`config.mk`:
```
export PLATFORM = sky130hd
export DESIGN_NAME = ram_arbiter
export DESIGN_NICKNAME = d
export VERILOG_FILES = /design/src/rtl/ram_arb_pkg.sv /design/src/rtl/rr_arb2.sv /design/src/rtl/ram_arbiter.sv
export SDC_FILE = /design/constraint.sdc
export NUM_CORES = 1
export LEC_CHECK = 0
export ABC_AREA = 1
export CAP_MARGIN = 5
export CELL_PAD_IN_SITES_DETAIL_PLACEMENT = 0
export CELL_PAD_IN_SITES_GLOBAL_PLACEMENT = 2
export CORE_MARGIN = 10
export CORE_UTILIZATION = 10
export DETAILED_ROUTE_END_ITERATION = 10
export GPL_ROUTABILITY_DRIVEN = 0
export HOLD_SLACK_MARGIN = 0.03
export PLACE_DENSITY_LB_ADDON = 0.1
export SLEW_MARGIN = 40
export SYNTH_ARGS = -nofsm -noshare
export SYNTH_HDL_FRONTEND = slang
export SYNTH_SLANG_ARGS = --single-unit
```
`constraint.sdc`:
```
create_clock -name clock_i -period 1.2 [get_ports clock_i]
set_input_delay 0.18 -clock clock_i [delete_from_list [all_inputs] [get_ports clock_i]]
set_output_delay 0.18 -clock clock_i [all_outputs]
set_load 0.03 [all_outputs]
```
`src/rtl/ram_arb_pkg.sv`:
```
// rtl/ram_arb_pkg.sv - shared constants and types for the two-requester RAM arbiter
package ram_arb_pkg;
   localparam int ADDR_W = 9;
   localparam int DATA_W = 32;
   localparam int DEPTH  = 256;

   typedef enum logic {
      REQ_FETCH = 1'b0,
      REQ_LSU   = 1'b1
   } req_id_e;

   typedef struct packed {
      logic              wr;
      logic [ADDR_W-1:0] addr;
      logic [DATA_W-1:0] wdata;
   } req_cmd_t;

   function automatic logic in_range(input logic [ADDR_W-1:0] addr);
      return ({{(32-ADDR_W){1'b0}}, addr} < 32'(DEPTH));
   endfunction
endpackage

```
`src/rtl/rr_arb2.sv`:
```
// rtl/rr_arb2.sv - two-input round-robin grant with internal last-winner state
module rr_arb2
   import ram_arb_pkg::*;
(
   input  logic       clk_i,
   input  logic       rst_i,
   input  logic [1:0] valid_i,
   input  logic       transfer_i,
   output logic [1:0] grant_o,
   output req_id_e    grant_id_o
);
   req_id_e rr_last_q, rr_last_d;

   always_comb begin
      grant_id_o = REQ_FETCH;
      if (valid_i == 2'b11)
         grant_id_o = (rr_last_q == REQ_FETCH) ? REQ_LSU : REQ_FETCH;
      else if (valid_i[1])
         grant_id_o = REQ_LSU;

      grant_o = 2'b00;
      if (|valid_i)
         grant_o = (grant_id_o == REQ_LSU) ? 2'b10 : 2'b01;

      rr_last_d = transfer_i ? grant_id_o : rr_last_q;
   end

   // Reset to LSU so the fetch path wins the first contention.
   always_ff @(posedge clk_i or posedge rst_i) begin
      if (rst_i)
         rr_last_q <= REQ_LSU;
      else
         rr_last_q <= rr_last_d;
   end
endmodule

```
`src/rtl/ram_arbiter.sv`:
```
// rtl/ram_arbiter.sv - round-robin sequencer in front of a single-port RAM with
// one-cycle read latency, response routing and out-of-range suppression
module ram_arbiter
   import ram_arb_pkg::*;
(
   input  logic              clock_i,
   input  logic              reset_i,
   input  logic              req0_valid_i,
   output logic              req0_ready_o,
   input  logic              req0_wr_i,
   input  logic [ADDR_W-1:0] req0_addr_i,
   input  logic [DATA_W-1:0] req0_wdata_i,
   output logic              rsp0_valid_o,
   output logic [DATA_W-1:0] rsp0_rdata_o,
   output logic              rsp0_err_o,
   input  logic              req1_valid_i,
   output logic              req1_ready_o,
   input  logic              req1_wr_i,
   input  logic [ADDR_W-1:0] req1_addr_i,
   input  logic [DATA_W-1:0] req1_wdata_i,
   output logic              rsp1_valid_o,
   output logic [DATA_W-1:0] rsp1_rdata_o,
   output logic              rsp1_err_o,
   output logic [ADDR_W-1:0] ram_addr_o,
   output logic              ram_wr_o,
   output logic [DATA_W-1:0] ram_wdata_o,
   output logic              ram_rd_o,
   input  logic [DATA_W-1:0] ram_rdata_i
);
   logic [1:0]        valid_eff;
   logic [1:0]        grant;
   req_id_e           grant_id;
   logic              transfer;
   req_cmd_t          sel_cmd;
   logic              sel_ok;
   logic              pend_valid_q, pend_valid_d;
   logic              pend_err_q, pend_err_d;
   req_id_e           pend_id_q, pend_id_d;
   logic [DATA_W-1:0] rsp_data;

   // Requests are masked during reset so every output sits at zero.
   assign valid_eff = {req1_valid_i, req0_valid_i} & {2{~reset_i}};
   assign transfer  = |(valid_eff & grant);

   rr_arb2 u_rr_arb2 (
      .clk_i      (clock_i),
      .rst_i      (reset_i),
      .valid_i    (valid_eff),
      .transfer_i (transfer),
      .grant_o    (grant),
      .grant_id_o (grant_id)
   );

   assign req0_ready_o = grant[0];
   assign req1_ready_o = grant[1];

   always_comb begin
      sel_cmd = '0;
      if (grant[0]) begin
         sel_cmd.wr    = req0_wr_i;
         sel_cmd.addr  = req0_addr_i;
         sel_cmd.wdata = req0_wdata_i;
      end else if (grant[1]) begin
         sel_cmd.wr    = req1_wr_i;
         sel_cmd.addr  = req1_addr_i;
         sel_cmd.wdata = req1_wdata_i;
      end
   end

   assign sel_ok      = in_range(sel_cmd.addr);
   assign ram_addr_o  = sel_cmd.addr;
   assign ram_wdata_o = sel_cmd.wdata;
   assign ram_wr_o    = transfer &  sel_cmd.wr & sel_ok;
   assign ram_rd_o    = transfer & ~sel_cmd.wr & sel_ok;

   always_comb begin
      pend_valid_d = transfer & ~sel_cmd.wr;
      pend_id_d    = pend_id_q;
      pend_err_d   = pend_err_q;
      if (pend_valid_d) begin
         pend_id_d  = grant_id;
         pend_err_d = ~sel_ok;
      end
   end

   always_ff @(posedge clock_i or posedge reset_i) begin
      if (reset_i) begin
         pend_valid_q <= 1'b0;
         pend_id_q    <= REQ_FETCH;
         pend_err_q   <= 1'b0;
      end else begin
         pend_valid_q <= pend_valid_d;
         pend_id_q    <= pend_id_d;
         pend_err_q   <= pend_err_d;
      end
   end

   // RAM data is only looked at for a live in-range read; its idle high-Z never leaks out.
   assign rsp_data = (pend_valid_q && !pend_err_q) ? ram_rdata_i : '0;

   always_comb begin
      rsp0_valid_o = pend_valid_q && (pend_id_q == REQ_FETCH);
      rsp1_valid_o = pend_valid_q && (pend_id_q == REQ_LSU);
      rsp0_err_o   = rsp0_valid_o & pend_err_q;
      rsp1_err_o   = rsp1_valid_o & pend_err_q;
      rsp0_rdata_o = rsp0_valid_o ? rsp_data : '0;
      rsp1_rdata_o = rsp1_valid_o ? rsp_data : '0;
   end
endmodule

```
==> results of run 1 <==
-- final cells by class --
cell class / instances / area [um2] / share of cell area
Tap cell: 143 / 178.9 / 0.03034
Multi-Input combinational cell: 165 / 2251 / 0.3817
Timing Repair Buffer: 280 / 3237 / 0.5489
Inverter: 9 / 48.80 / 0.008275
Clock buffer: 4 / 78.83 / 0.01337
Sequential cell: 4 / 102.6 / 0.01740
-- state kept, by name, summed over array words and instances, names as in the netlist --
register and flops:
pend_err_q 1, pend_id_q 1, pend_valid_q 1, u_rr_arb2.rr_last_q 1
-- Yosys cell counts, drive strengths merged --
library cell,instances,area share
dfrtp,3,0.066
nand2,46,0.16
a21oi,2,0.0087
nor2,72,0.25
clkbuf,2,0.0066
o21ai,1,0.0044
a22o,40,0.31
buf,16,0.11
inv,9,0.032
nor3,1,0.0044
nand3,3,0.017
dfstp,1,0.023
-- layer usage --
layer | share of wire | routed length [um] | GRT usage
met5 | 0 | 0 | 0
met1 | 0.32 | 3647 | 0.1152
met2 | 0.55 | 6206 | 0.2309
met4 | 0.0089 | 100 | 0.02679
met3 | 0.12 | 1295 | 0.06576
-- final timing paths --
check	end	slack, ns	cells after the start
hold / removal	pend_err_q	0.25	4
max in group asynchronous	u_rr_arb2.rr_last_q	0.76	4
hold reg to reg	pend_err_q	0.64	3
setup / recovery	ram_wdata_o[18]	-0.52	6
setup reg to reg	u_rr_arb2.rr_last_q	-0.29	11
min in group clock_i	pend_valid_q	0.60	5
-- power by group --
part	switching (mW)	internal (mW)
Combinational	1.64	1.58
Sequential	0.0172	0.156
Clock	0.104	0.440
-- cells by family after synthesis --
group / share of synthesized area
AO/OA/AOI/OAI: 0.3202
AND/OR/NAND/NOR: 0.4404
flip-flops: 0.08853
buffers and inverters: 0.1508
-- per-stage QoR --
stage | setup WS [ns] | total power [mW]
3_3_place_gp | -0.5741 | 2.348
4_1_cts | -0.5518 | 3.461
3_5_place_dp | -0.5789 | 2.346
2_1_floorplan | -0.1952 | 1.297
6_report | -0.5222 | 3.943
5_1_grt | -0.5707 | 4.128
-- tightest hold or removal path, delay by kind of cell --
family   cells  cell delay [ns]
buf+inv      4             0.62
-- repair_timing --
action,CTS,global route
resized for setup,182,197
endpoints found under the setup margin,115,117
hold buffers,0,0
cloned,6,3
hold endpoints to repair,0,0
setup buffers,14,7
pin swaps,27,40
==> flow_summary.json, run 1 <==
{
  "outcome": "finished, violations left",
  "violations": "negative setup slack",
  "floorplan.initialDensity": 0.1011,
  "wl_mm": 11.25,
  "worst_skew_ns": 0.001526,
  "route.antenna.remaining_nets": 0,
  "drv.max_cap_violation_count": 0,
  "detailed_place.area_um2": 4006,
  "required_ns": 1.02,
  "layout_worst_path_cycle_share": 1.435,
  "final_critical_path_setup_slack_ns": -0.5222,
  "synthesis.nets": 316,
  "final.fill_count": 981,
  "final_common_cell": "clkdlybuf4s50_1",
  "placement.io_buffers": 232,
  "power_density_nw_per_um2": 668.6,
  "post_synth_inst_count": 196,
  "insertedDiodeCount": 0,
  "antenna_found_initial": 0,
  "final_nets": 583,
  "worst_ep_arrival_time_ns": 1.54,
  "clockRootBuffer": "clkbuf_16",
  "path_clk_slew_ns": 0.03,
  "cp_top_family": "flip-flops",
  "finalMaxSlewViolations": 0,
  "tritoncts": "yes",
  "max_freq_mhz": 580.6,
  "detailed_place_hpwl_mm": 8.698,
  "setup_viol": 116,
  "hold_violations": 0,
  "groute.usage.overall": 0.1231,
  "worst-slew-pin-transition_ns": 0.4974,
  "critical_path.startpoint_type": "flop",
  "mappedNetlistArea_um2": 1145,
  "p_leak_nw": 2.460,
  "ys_seq_area_frac": 0.08852,
  "final.setup.tns_ns": -47.29,
  "final_util": 0.5209,
  "post-route-min-period_ns": 1.722,
  "ys_seq_elements": 4,
  "cp_num_buf_inv": 3,
  "via_count_of_the_first_global_routing_pass": 2747,
  "grt_max_degree": 18,
  "final_cell_mix": "116 x clkdlybuf4s50_1, 114 x buf_6, 64 x nor2_4",
  "hold_ws_ns": 0.2483,
  "syn_to_final_growth_pct": 415.1,
  "h-tree-depth": 1,
  "io-pin-count": 233,
  "final_cell_count_no_fill": 605,
  "grt_pass1_wl_mm": 16.15,
  "initialDrtViolationCount": 29,
  "path_class": "reg2out",
  "design.core.area_um2": 11320,
  "fp.dieArea_um2": 16130,
  "std_cell_rows": 39,
  "detail_route.drc_violations": 0,
  "worst_path_max_delay_cell": "dfstp_2",
  "peak_ir_drop_on_the_vdd_network_mv": 0.4316,
  "critical_path.endpoint_type": "output pin",
  "rsz0062_at_grt": "true",
  "hold_path.class": "in2async",
  "path_cells": "nand2_4, inv_4, nor2_8, clkbuf_16, a22o_4, buf_6",
  "placed_cells_incl_taps": 577,
  "clkSinkCount": 4,
  "wire_per_inst_um": 18.59,
  "layout.cell_area.non_filler_um2": 5897,
  "slew-limit-headroom": 0.6684,
  "rr_startpoint": "u_rr_arb2.rr_last_q",
  "via_count": 2502,
  "globalRoute.totalOverflow": 0,
  "yosys_warnings": 0,
  "average_cell_area_after_synthesis_um2": 5.841,
  "layout_cell_share_with_drive_strength_beyond_1": 0.7100,
  "clk_path_buf_depth": 2,
  "worstSetupStartpoint": "u_rr_arb2.rr_last_q",
  "crit_fanout": 8,
  "drt-pass1-iter-count": 4,
  "drt-vias-per-instance": 4.136,
  "cts_made_buffers": 3,
  "synthDistinctLibCells": 22,
  "die_width_um": 127.0,
  "critical_path.max_stage_delay_ns": 0.55,
  "insertion_delay_ns": 0.23,
  "fp.dieH_um": 127.0
}
Note: power is estimated with default switching activity, not from simulation.
==> inputs of run 2 (changes only) <==
==> constraint.sdc (replaced) <==
create_clock -name clock_i -period 1.9 [get_ports clock_i]
set_input_delay 0.285 -clock clock_i [delete_from_list [all_inputs] [get_ports clock_i]]
set_output_delay 0.285 -clock clock_i [all_outputs]
set_load 0.03 [all_outputs]
==> flow_summary.json, run 2 (synthesis results as in run 1) <==
{
  "globalRoute.totalOverflow": 0,
  "worst_path_most_repeated_cell": "buf_12",
  "drv.max_cap_violation_count": 0,
  "final_common_cell": "clkdlybuf4s50_1",
  "detailed_place_hpwl_mm": 8.433,
  "clockRootBuffer": "clkbuf_16",
  "peak_ir_drop_on_the_vdd_network_mv": 0.2502,
  "antenna_found_initial": 0,
  "p_leak_nw": 1.829,
  "final_critical_path_setup_slack_ns": 0.04713,
  "worst_path_max_delay_cell": "dlygate4sd2_1",
  "placement.io_buffers": 232,
  "power_density_nw_per_um2": 447.1,
  "outcome": "finished, final reports clean",
  "cts_made_buffers": 3,
  "layout_cell_share_with_drive_strength_beyond_1": 0.3699,
  "layout_worst_path_cycle_share": 0.9752,
  "worst_ep_arrival_time_ns": 1.57,
  "critical_path.endpoint_type": "output pin",
  "routed_met3_length_mm": 1.688,
  "routed.top_layer": "met4",
  "post-route-min-period_ns": 1.853,
  "critical_path.max_stage_delay_ns": 0.28,
  "detailroute.wirelength.met2_mm": 4.728,
  "wl_mm": 9.540,
  "h-tree-depth": 1,
  "fp.dieH_um": 127.0,
  "initialDrtViolationCount": 25,
  "rsz0062_at_grt": "true",
  "worst-slew-pin-transition_ns": 0.4343,
  "via_count": 2276,
  "final.fill_count": 1218,
  "fp.dieArea_um2": 16130,
  "syn_to_final_growth_pct": 232.9,
  "hold_violations": 0,
  "wire_per_inst_um": 16.42,
  "slew-limit-headroom": 0.7074,
  "die_width_um": 127.0,
  "detailed_route_wire_length_on_metal_1_mm": 3.053,
  "area_of_all_sequential_standard_cells_um2": 101.3,
  "max_freq_mhz": 539.7,
  "crit_fanout": 4,
  "io-pin-count": 233,
  "setup_viol": 0,
  "std_cell_rows": 39,
  "route.antenna.remaining_nets": 0,
  "tritoncts": "yes",
  "via_count_of_the_first_global_routing_pass": 2522,
  "insertedDiodeCount": 0,
  "placed_cells_incl_taps": 571,
  "clkSinkCount": 4,
  "grt_max_degree": 32,
  "critical_path.startpoint_type": "primary input",
  "final_cell_count_no_fill": 581,
  "groute.usage.overall": 0.1074,
  "placement.setup.worst_slack_ns": -0.1057,
  "drt-pass1-iter-count": 4,
  "path_class": "in2out",
  "detail_route.drc_violations": 0,
  "design.core.area_um2": 11320,
  "grt_pass1_wl_mm": 14.01,
  "worst_skew_ns": 0.001451,
  "clk_path_buf_depth": 2,
  "multi_input_area_um2": 970.9,
  "required_ns": 1.62,
  "hold_path.class": "in2async",
  "finalMaxSlewViolations": 0,
  "path_clk_slew_ns": 0.03,
  "path_cells": "dlygate4sd2_1, inv_2, nand3_4, nand2_8, buf_12, clkinv_8, buf_4, a22o_4, buf_12",
  "final_cell_mix": "116 x clkdlybuf4s50_1, 113 x buf_4, 67 x nor2_1",
  "drt-vias-per-instance": 3.917,
  "insertion_delay_ns": 0.23,
  "final_nets": 559,
  "floorplan.initialDensity": 0.1011
}
==> run 2: cell count changes in the layout (fill, tap and decap cells not counted), sizes merged <==
| cell | delta |
|---|---|
| buf | -22 |
| clkbuf | -3 |
| clkinv | +1 |
==> run 2: cell type report <==
cell class,instances,area share
repair buffers,255,0.6339
multi-input cells,165,0.2548
clock buffers,4,0.02068
repair inverters,1,0.004268
inverters,9,0.01280
well taps,143,0.04695
flip-flops and latches,4,0.02659
==> run 2: final timing paths <==
check                                 endpoint                 from  depth (start not counted)  slack (ns)
min in group clock_i       u_rr_arb2.rr_last_q  u_rr_arb2.rr_last_q                          2        0.49
min                                 pend_err_q              reset_i                          5        0.46
max                             ram_wdata_o[0]              reset_i                          9        0.05
min reg2reg                u_rr_arb2.rr_last_q  u_rr_arb2.rr_last_q                          2        0.49
max reg2reg                         pend_err_q  u_rr_arb2.rr_last_q                         11        0.42
max in group asynchronous  u_rr_arb2.rr_last_q              reset_i                          5        1.24
==> run 2: what timing repair did <==
item,in CTS,in global routing
cloned,2,0
setup endpoints to repair,42,16
pin swaps,6,5
gates resized for setup,21,20
hold endpoints to repair,0,0
setup buffers,2,2
hold buffers,0,0
==> run 2: power by group <==
group / switching [mW] / internal [mW]
clock network: 0.0644 / 0.278
registers: 0.0109 / 0.0980
logic: 0.658 / 0.595
==> run 2: worst max-delay path: cells and delay by family <==
family | cells | cell delay (ns)
buffers and inverters | 6 | 0.82
AND/OR/NAND/NOR | 2 | 0.23
AO/OA/AOI/OAI | 1 | 0.22
==> run 2: metrics by stage <==
stage	total power, mW	util	area, um2	hold WS, ns	setup TNS [ns]
6_report	1.704	0.3366	3811	0.4640	0
3_5_place_dp	1.320	0.3091	3500	0.4626	-2.189
5_1_grt	1.806	0.3366	3811	0.5009	-0.02197
2_1_floorplan	0.7002	-	1145	0.05402	0
4_1_cts	1.705	0.3273	3705	0.3799	-0.0002377
3_3_place_gp	1.330	0.3091	3500	0.4613	-1.693
==> run 2: per-layer routing <==
layer | up-vias | track usage
li1 | 1142 | -
met2 | 156 | 0.1944
met5 | - | 0
met3 | 5 | 0.07651
met4 | 0 | 0.02009
met1 | 973 | 0.09604
==> inputs of run 3 (changes only) <==
--- a/config.mk
+++ b/config.mk
@@ -11,10 +11,12 @@
 export CELL_PAD_IN_SITES_GLOBAL_PLACEMENT = 2
 export CORE_MARGIN = 10
 export CORE_UTILIZATION = 10
+export CTS_CLUSTER_DIAMETER = 150
 export DETAILED_ROUTE_END_ITERATION = 10
 export GPL_ROUTABILITY_DRIVEN = 0
 export HOLD_SLACK_MARGIN = 0.03
 export PLACE_DENSITY_LB_ADDON = 0.1
+export SKIP_LAST_GASP = 1
 export SLEW_MARGIN = 40
 export SYNTH_ARGS = -nofsm -noshare
 export SYNTH_HDL_FRONTEND = slang
==> flow_summary.json, run 3 (synthesis results as in run 1) <==
{
  "outcome": "finished, final reports clean",
  "clk_path_buf_depth": 2,
  "final_common_cell": "clkdlybuf4s50_1",
  "critical_path.endpoint_type": "output pin",
  "crit_fanout": 4,
  "worst-slew-pin-transition_ns": 0.3422,
  "drv.max_cap_violation_count": 0,
  "worst_path_max_delay_cell": "dfstp_2",
  "worst_skew_ns": 0.001451,
  "final.fill_count": 1218,
  "std_cell_rows": 39,
  "finalMaxSlewViolations": 0,
  "detail_route.drc_violations": 0,
  "worst_path_most_repeated_cell": "nand2_4",
  "io-pin-count": 233,
  "design.core.area_um2": 11320,
  "tritoncts": "yes",
  "post-route-min-period_ns": 1.855,
  "grt_max_degree": 32,
  "placed_cells_incl_taps": 571,
  "peak_ir_drop_on_the_vdd_network_mv": 0.2501,
  "critical_path.max_stage_delay_ns": 0.55,
  "grt_pass1_wl_mm": 14.01,
  "total_power_mw": 1.702,
  "cts_hold_repair.buffers": 0,
  "cp_num_buf_inv": 3,
  "fp.dieH_um": 127.0,
  "power_density_nw_per_um2": 447.5,
  "clkSinkCount": 4,
  "critical_path.startpoint_type": "flop",
  "h-tree-depth": 1,
  "path_cells": "nand2_4, inv_4, nor2_8, buf_4, nand2_4, nand3_2, nor2_2, buf_6",
  "drt-vias-per-instance": 3.909,
  "hold_violations": 0,
  "placement.io_buffers": 232,
  "syn_to_final_growth_pct": 232.2,
  "final_cell_mix": "116 x clkdlybuf4s50_1, 113 x buf_4, 67 x nor2_1",
  "cp_top_family": "flip-flops",
  "hold_ws_ns": 0.4640,
  "layout_worst_path_cycle_share": 0.9765,
  "layout.cell_area.non_filler_um2": 3804,
  "die_width_um": 127.0,
  "floorplan.initialDensity": 0.1011,
  "route.antenna.remaining_nets": 0,
  "insertion_delay_ns": 0.23,
  "final_nets": 559,
  "hold_path.class": "in2async",
  "p_leak_nw": 1.828,
  "initialDrtViolationCount": 25,
  "antenna_found_initial": 0,
  "layout_cell_share_with_drive_strength_beyond_1": 0.3699,
  "globalRoute.totalOverflow": 0,
  "rsz0062_at_grt": "true",
  "via_count": 2271,
  "placement.setup.worst_slack_ns": -0.1057,
  "detailed_place_hpwl_mm": 8.433,
  "area_of_all_sequential_standard_cells_um2": 101.3,
  "wire_per_inst_um": 16.42,
  "max_freq_mhz": 539.0,
  "required_ns": 1.62,
  "worst_ep_arrival_time_ns": 1.57,
  "cts_made_buffers": 3,
  "clockRootBuffer": "clkbuf_16",
  "drt-pass1-iter-count": 4,
  "path_clk_slew_ns": 0.03,
  "groute.usage.overall": 0.1074,
  "via_count_of_the_first_global_routing_pass": 2522,
  "fp.dieArea_um2": 16130,
  "final_critical_path_setup_slack_ns": 0.04463,
  "detailed_place.area_um2": 3500,
  "setup_viol": 0,
  "slew-limit-headroom": 0.7701,
  "insertedDiodeCount": 0,
  "final_cell_count_no_fill": 581,
  "path_class": "reg2out",
  "wl_mm": 9.541,
  "multi_input_area_um2": 963.4
}
## run 3: worst paths after layout
path                                      from                   to  slack [ns]  cells after the start
max                        u_rr_arb2.rr_last_q             ram_rd_o        0.04                      8
min                                    reset_i           pend_err_q        0.46                      5
max reg2reg                u_rr_arb2.rr_last_q           pend_err_q        0.42                     11
min reg2reg                u_rr_arb2.rr_last_q  u_rr_arb2.rr_last_q        0.49                      2
max in group asynchronous              reset_i  u_rr_arb2.rr_last_q        1.24                      5
min in group clock_i       u_rr_arb2.rr_last_q  u_rr_arb2.rr_last_q        0.49                      2
## run 3: power breakdown
group          switching (mW)  internal (mW)
clock network          0.0644          0.278
logic                   0.657          0.594
registers              0.0109         0.0980
total                   0.732          0.970
## run 3: worst reg2reg max path: stages (launching register included)
cell	delay [ns]
dfstp_2	0.55
nand2_4	0.08
nand3_4	0.10
nand2_8	0.08
buf_12	0.14
clkinv_8	0.04
nand2_2	0.05
nand2_4	0.09
buf_4	0.11
buf_4	0.08
nand2_1	0.04
nand2_1	0.05
## run 3: timing repair
action / 4_1_cts / 5_1_grt
buffers inserted: 2 / 2
gates cloned: 2 / 0
resized for setup: 21 / 19
pin swaps: 6 / 5
endpoints found under the setup margin: 42 / 16
## run 3: metal layers
metal  global-route usage  wire, um  up-vias
li1                     -         -     1141
met1              0.09604      3056      969
met2               0.1944      4724      156
met3              0.07651      1690        5
met4              0.02009        70        0
met5                    0         0        -
## run 3: cell type report
type | count | area share
Tap cell | 143 | 0.04704
Clock buffer | 4 | 0.02072
Timing Repair Buffer | 255 | 0.6352
Sequential cell | 4 | 0.02664
Timing Repair inverter | 1 | 0.004276
Multi-Input combinational cell | 165 | 0.2533
Inverter | 9 | 0.01283
## run 3: through the flow
stage | TNS (ns) | util
floorplan | 0 | -
global placement | -1.693 | 0.3091
detailed placement | -2.189 | 0.3091
CTS | -0.0002377 | 0.3273
global route | -0.02823 | 0.3360
finish | 0 | 0.3360
